## config.mk

```make
export PLATFORM = sky130hd
export DESIGN_NAME = mem_arbiter_flat
export DESIGN_NICKNAME = d
export VERILOG_FILES = /design/src/rtl/mem_arbiter_if.sv /design/src/rtl/mem_arbiter.sv /design/src/flat_wrapper.sv
export SDC_FILE = /design/constraint.sdc
export NUM_CORES = 1
export LEC_CHECK = 0
export CORE_UTILIZATION = 41
export CTS_CLUSTER_DIAMETER = 200
export CTS_CLUSTER_SIZE = 40
export DETAILED_ROUTE_END_ITERATION = 8
export PLACE_DENSITY_LB_ADDON = 0.12
export SLEW_MARGIN = 20
export SYNTH_ARGS = -nofsm -noshare
export SYNTH_HDL_FRONTEND = slang
export SYNTH_SLANG_ARGS = --single-unit
```

## constraint.sdc

```tcl
create_clock -name clk -period 1.9 [get_ports clk]
set_input_delay 0.285 -clock clk [delete_from_list [all_inputs] [get_ports clk]]
set_output_delay 0.285 -clock clk [all_outputs]
set_load 0.01 [all_outputs]
```

## src/rtl/mem_arbiter_if.sv

```systemverilog
// mem_arbiter_if: requester handshakes and RAM pins shared by mem_arbiter and its neighbours.
interface mem_arbiter_if #(
  parameter int WIDTH = 32,
  parameter int ADDR_WIDTH = 10
);
  logic                  if_req;
  logic [ADDR_WIDTH-1:0] if_addr;
  logic                  if_ack;
  logic                  if_rvalid;
  logic [WIDTH-1:0]      if_rdata;
  logic                  d_req;
  logic                  d_we;
  logic [ADDR_WIDTH-1:0] d_addr;
  logic [WIDTH-1:0]      d_wdata;
  logic                  d_ack;
  logic                  d_rvalid;
  logic [WIDTH-1:0]      d_rdata;
  logic                  busy;
  logic                  ram_write;
  logic [ADDR_WIDTH-1:0] ram_addr;
  logic [WIDTH-1:0]      ram_inData;
  logic [WIDTH-1:0]      ram_outData;
  modport slave (
    input  if_req, if_addr, d_req, d_we, d_addr, d_wdata, ram_outData,
    output if_ack, if_rvalid, if_rdata, d_ack, d_rvalid, d_rdata, busy,
           ram_write, ram_addr, ram_inData
  );
  modport master (
    output if_req, if_addr, d_req, d_we, d_addr, d_wdata, ram_outData,
    input  if_ack, if_rvalid, if_rdata, d_ack, d_rvalid, d_rdata, busy,
           ram_write, ram_addr, ram_inData
  );
endinterface

```

## src/rtl/mem_arbiter.sv

```systemverilog
// mem_arbiter: round-robin IF/D sharing of a single-port RAM with a registered access stage.
// MEM_ARB_INIT_CLEAR_EN adds a post-reset zero-fill sweep of the whole RAM.
module mem_arbiter #(
  parameter int WIDTH = 32,
  parameter int ADDR_WIDTH = 10
) (
  input logic         clk,
  input logic         reset,
  mem_arbiter_if.slave bus
);
  logic                  busy, gnt_if, gnt_d, last_d, pend_if, pend_d;
  logic [ADDR_WIDTH-1:0] sweep_addr;
`ifdef MEM_ARB_INIT_CLEAR_EN
  typedef enum logic {INIT, RUN} state_t;
  state_t                state, state_nx;
  logic [ADDR_WIDTH-1:0] cnt;
  always_ff @(posedge clk or negedge reset)
    if (!reset) begin
      state <= INIT;
      cnt   <= '0;
    end else begin
      state <= state_nx;
      cnt   <= busy ? cnt + ADDR_WIDTH'(1) : '0;
    end
  always_comb state_nx = (state == INIT && &cnt) ? RUN : state;
  assign busy       = state == INIT;
  assign sweep_addr = cnt;
`else
  assign busy       = 1'b0;
  assign sweep_addr = '0;
`endif
  // on a tie, last_d=1 means D was served last so IF wins
  assign gnt_if     = !busy && bus.if_req && (!bus.d_req || last_d);
  assign gnt_d      = !busy && bus.d_req && (!bus.if_req || !last_d);
  assign bus.if_ack = gnt_if;
  assign bus.d_ack  = gnt_d;
  assign bus.busy   = busy;
  always_ff @(posedge clk or negedge reset)
    if (!reset) begin
      last_d         <= 1'b1;
      pend_if        <= 1'b0;
      pend_d         <= 1'b0;
      bus.if_rvalid  <= 1'b0;
      bus.d_rvalid   <= 1'b0;
      bus.if_rdata   <= '0;
      bus.d_rdata    <= '0;
      bus.ram_write  <= 1'b0;
      bus.ram_addr   <= '0;
      bus.ram_inData <= '0;
    end else begin
      pend_if       <= gnt_if;
      pend_d        <= gnt_d && !bus.d_we;
      bus.if_rvalid <= pend_if;
      bus.d_rvalid  <= pend_d;
      if (pend_if) bus.if_rdata <= bus.ram_outData;
      if (pend_d) bus.d_rdata <= bus.ram_outData;
      if (gnt_if || gnt_d) last_d <= gnt_d;
      if (busy) begin
        bus.ram_write  <= 1'b1;
        bus.ram_addr   <= sweep_addr;
        bus.ram_inData <= '0;
      end else if (gnt_if || gnt_d) begin
        bus.ram_write <= gnt_d && bus.d_we;
        bus.ram_addr  <= gnt_d ? bus.d_addr : bus.if_addr;
        if (gnt_d) bus.ram_inData <= bus.d_wdata;
      end else begin
        bus.ram_write <= 1'b0;
      end
    end
endmodule

```

## src/flat_wrapper.sv

```systemverilog
// flat-port wrapper written by rule: the top's interface ports become plain ports
module mem_arbiter_flat 
#(
  parameter int WIDTH = 32,
  parameter int ADDR_WIDTH = 10
)
  (clk, reset, bus_if_req, bus_if_addr, bus_d_req, bus_d_we, bus_d_addr, bus_d_wdata, bus_ram_outData, bus_if_ack, bus_if_rvalid, bus_if_rdata, bus_d_ack, bus_d_rvalid, bus_d_rdata, bus_busy, bus_ram_write, bus_ram_addr, bus_ram_inData);
  mem_arbiter_if #(.WIDTH(WIDTH), .ADDR_WIDTH(ADDR_WIDTH)) bus_i ();
  input logic clk;
  input logic reset;
  input wire logic [$bits(bus_i.if_req)-1:0] bus_if_req;
  input wire logic [$bits(bus_i.if_addr)-1:0] bus_if_addr;
  input wire logic [$bits(bus_i.d_req)-1:0] bus_d_req;
  input wire logic [$bits(bus_i.d_we)-1:0] bus_d_we;
  input wire logic [$bits(bus_i.d_addr)-1:0] bus_d_addr;
  input wire logic [$bits(bus_i.d_wdata)-1:0] bus_d_wdata;
  input wire logic [$bits(bus_i.ram_outData)-1:0] bus_ram_outData;
  output wire logic [$bits(bus_i.if_ack)-1:0] bus_if_ack;
  output wire logic [$bits(bus_i.if_rvalid)-1:0] bus_if_rvalid;
  output wire logic [$bits(bus_i.if_rdata)-1:0] bus_if_rdata;
  output wire logic [$bits(bus_i.d_ack)-1:0] bus_d_ack;
  output wire logic [$bits(bus_i.d_rvalid)-1:0] bus_d_rvalid;
  output wire logic [$bits(bus_i.d_rdata)-1:0] bus_d_rdata;
  output wire logic [$bits(bus_i.busy)-1:0] bus_busy;
  output wire logic [$bits(bus_i.ram_write)-1:0] bus_ram_write;
  output wire logic [$bits(bus_i.ram_addr)-1:0] bus_ram_addr;
  output wire logic [$bits(bus_i.ram_inData)-1:0] bus_ram_inData;
  assign bus_i.if_req = bus_if_req;
  assign bus_i.if_addr = bus_if_addr;
  assign bus_i.d_req = bus_d_req;
  assign bus_i.d_we = bus_d_we;
  assign bus_i.d_addr = bus_d_addr;
  assign bus_i.d_wdata = bus_d_wdata;
  assign bus_i.ram_outData = bus_ram_outData;
  assign bus_if_ack = bus_i.if_ack;
  assign bus_if_rvalid = bus_i.if_rvalid;
  assign bus_if_rdata = bus_i.if_rdata;
  assign bus_d_ack = bus_i.d_ack;
  assign bus_d_rvalid = bus_i.d_rvalid;
  assign bus_d_rdata = bus_i.d_rdata;
  assign bus_busy = bus_i.busy;
  assign bus_ram_write = bus_i.ram_write;
  assign bus_ram_addr = bus_i.ram_addr;
  assign bus_ram_inData = bus_i.ram_inData;
  mem_arbiter #(.WIDTH(WIDTH), .ADDR_WIDTH(ADDR_WIDTH)) u_core (.clk(clk), .reset(reset), .bus(bus_i));
endmodule
```

==> summary.txt <==
setup slack, reg-to-reg = 0.41 ns
FF/Latch Area = 2800 um^2
CTS Buf Count = 9
VDD IR-drop max = 509 uV
DIE HEIGHT = 105 um
area share of the largest cell type after synthesis = 0.642
Critical path buffers and inverters = 2
layout net count = 551
vias in the first global route = 3158
fin. max-slew vios = 0
Power, Total = 0.00624 W
commonest non-fill, non-tap cell in the layout = clkdlybuf4s50_1
clk buf depth = 2
Global Route Usage Sum = 0.187
Final Critical Period = 1.74 ns
number of diodes = 0
fin util = 0.651
Routed wire per std cell = 16.4 um
area leader, netlist = dfrtp_1
Pint = 0.00456 W
Max Freq = 0.574 GHz
GR Overflow Total = 0
largest family of logic cells by synthesized area = multiplexers
port bufs = 199
Yosys cell types = 22
worst reg2reg path depth = 5
mux cell area share after synthesis = 0.277
Switching Power = 0.00168 W
initial antenna violation count = 0
status = complete, no violations
die width = 105 um
synthesized net count = 344
Fin. Hold Viols = 0
vias per cell = 4.74
CTS sink cnt = 112
1st-iter DRT viols = 96
first-pass GRT wire length = 15900 um
largest net degree at the start of global routing = 61
most frequent cells in the layout = clkdlybuf4s50_1 (195), dfrtp_1 (111), mux2_2 (63), mux2_4 (29)
CP Class = flip-flop to output pin
Clk network pwr share = 0.215
ranking of synthesized cells by area = dfrtp_1 (64%), mux2_2 (16%), mux2_4 (10%)
Adder-Cell Fraction of Synth Area = 0
CP delay by family, top = flip-flops
LEAKAGE = 2.83 nW
placed cell area = 6500 um^2
Avg Cell Area, Syn = 17.0 um^2
Synth Instances = 255
critical path arrival = 1.46 ns
Synth Register Bits = 112
HPWL Detailed = 7320 um
Multi-input gate area = 1420 um^2
Synth Area in Compound Gates = 0.0298
full die area = 11000 um^2
post-synthesis sequential area ratio = 0.648
sw frac = 0.270
Synth warnings = 0
Synth Area in XOR/XNOR = 0
DR vias = 2861
dpl cells = 586
Hold Crit Class = input port to asynchronous set/reset pin
Cell Chain, Critical Path = nand2_2, nand2_2, inv_2, dlygate4sd2_1
ANT nets after route = 0
slowest CP cell = dfstp_2
Max-cap violations = 0
RSZ-0062 raised after global routing = no
Worst path most repeated cell = nand2_2
Syn Std Cell Area = 4330 um^2
RePlAce Congestion = 0.769
CTS tree = built
Setup Skew = 0.0120 ns
CP max FO = 4
area grow syn2layout = 54.7%
CTS root buf = clkbuf_8
CP Launch Type = flip-flop
Worst path max stage delay = 0.58 ns
fill count = 808
Clock transition at path regs = 0.11 ns
fraction of the mapped netlist area in simple logic gates = 0.0197
design area = 6690 um^2
final wirelength = 9920 um
final setup vio count = 0
Critical Path End Type = output pin
setup repair bufs after CTS = 0
final hold slack = 0.401 ns
power share of the sequential group = 0.481
WP data required = 1.62 ns
Cell Rows = 37
Clock Latency Late Sink = 0.35 ns
initial core utilization = 0.421
layout cells sized above 1 = 0.287
floorplan core area = 10300 um^2
Cell Pwr Density = 932 nW/um^2
DRC Markers = 0
stages on the worst setup path = 4
Non-Filler Instances = 603
DRT Pass-1 Iters = 4
Combinational Power Share = 0.304
period utilization = 0.916
number of I/O pins = 201
H-tree levels = 3
-- cells by family after synthesis --
kind of cell,after synthesis
DFF,112
muxes,97
buffers and inverters,18
and+or+nand+nor,14
AOI/OAI and AO/OA,13
other,1
-- power groups by stage --
stage	clock [W]	combinational (W)	sequential, W
floorplan	0	0.000557	0.00321
global placement	0	0.00189	0.00303
detailed placement	0	0.00193	0.00304
CTS	0.00138	0.00192	0.00301
global route	0.00149	0.00201	0.00306
finish	0.00134	0.00190	0.00300
-- what timing repair did --
action	4_1_cts	5_1_grt
endpoints found under the setup margin	2	0
resized for setup	3	0
hold buffers	1	0
hold endpoints to repair	29	0
-- state kept, by name (all words and copies together) (netlist names) --
| name | flops |
|---|---|
| u_core.bus.if_rvalid | 1 |
| u_core.bus.ram_inData | 32 |
| u_core.last_d | 1 |
| u_core.bus.ram_write | 1 |
| u_core.bus.if_rdata | 32 |
| u_core.bus.d_rvalid | 1 |
| u_core.pend_if | 1 |
| u_core.bus.ram_addr | 10 |
| u_core.bus.d_rdata | 32 |
| u_core.pend_d | 1 |
-- path summary, 6_finish.rpt --
| kind | start | endpoint |
|---|---|---|
| setup / recovery | u_core.last_d | bus_d_ack |
| hold / removal | reset | u_core.bus.if_rdata[9] |
| setup reg to reg | u_core.last_d | u_core.bus.ram_inData[28] |
| hold reg to reg | u_core.bus.if_rdata[8] | u_core.bus.if_rdata[8] |
| max in group asynchronous | reset | u_core.bus.d_rdata[20] |
| min in group clk | bus_d_req | u_core.bus.ram_addr[9] |
-- cell type report --
cell class,instances,area share
sequential,112,0.419
inverter,3,0.00168
timing repair buffer,211,0.314
tap,136,0.0254
clock buffer,10,0.0206
multi-input combinational,125,0.212
clock inverter,6,0.00729
-- synth_stat cells --
cell and n:
mux2i_1 1, mux2_4 29, o21ai_2 1, buf_4 1, dfstp_2 1, dfrtp_1 111
and3_1 2, or3_1 9, buf_6 3, buf_2 8, mux2_2 63, conb_1 1
mux2_1 4, nor2_1 1, clkbuf_1 3, inv_1 2, nand2_2 2, o21a_1 1
o221a_2 9, a31oi_1 1, inv_2 1, o21ai_0 1
-- metrics by stage --
| stage | worst slack [ns] | setup TNS [ns] |
|---|---|---|
| after floorplan | 0.590 | 0 |
| after global placement | -0.0345 | -0.0781 |
| after detailed placement | -0.0541 | -0.124 |
| after CTS | 0.129 | 0 |
| after global routing | 0.0528 | 0 |
| final | 0.159 | 0 |
-- layer usage --
metal,vias up,share of wire,GRT usage
met5,-,0,0
met4,0,0.016,0.0714
met3,13,0.063,0.0455
met2,113,0.51,0.326
met1,1413,0.41,0.224
li1,1322,-,-
No activity file was read; power rests on OpenSTA's default activity.
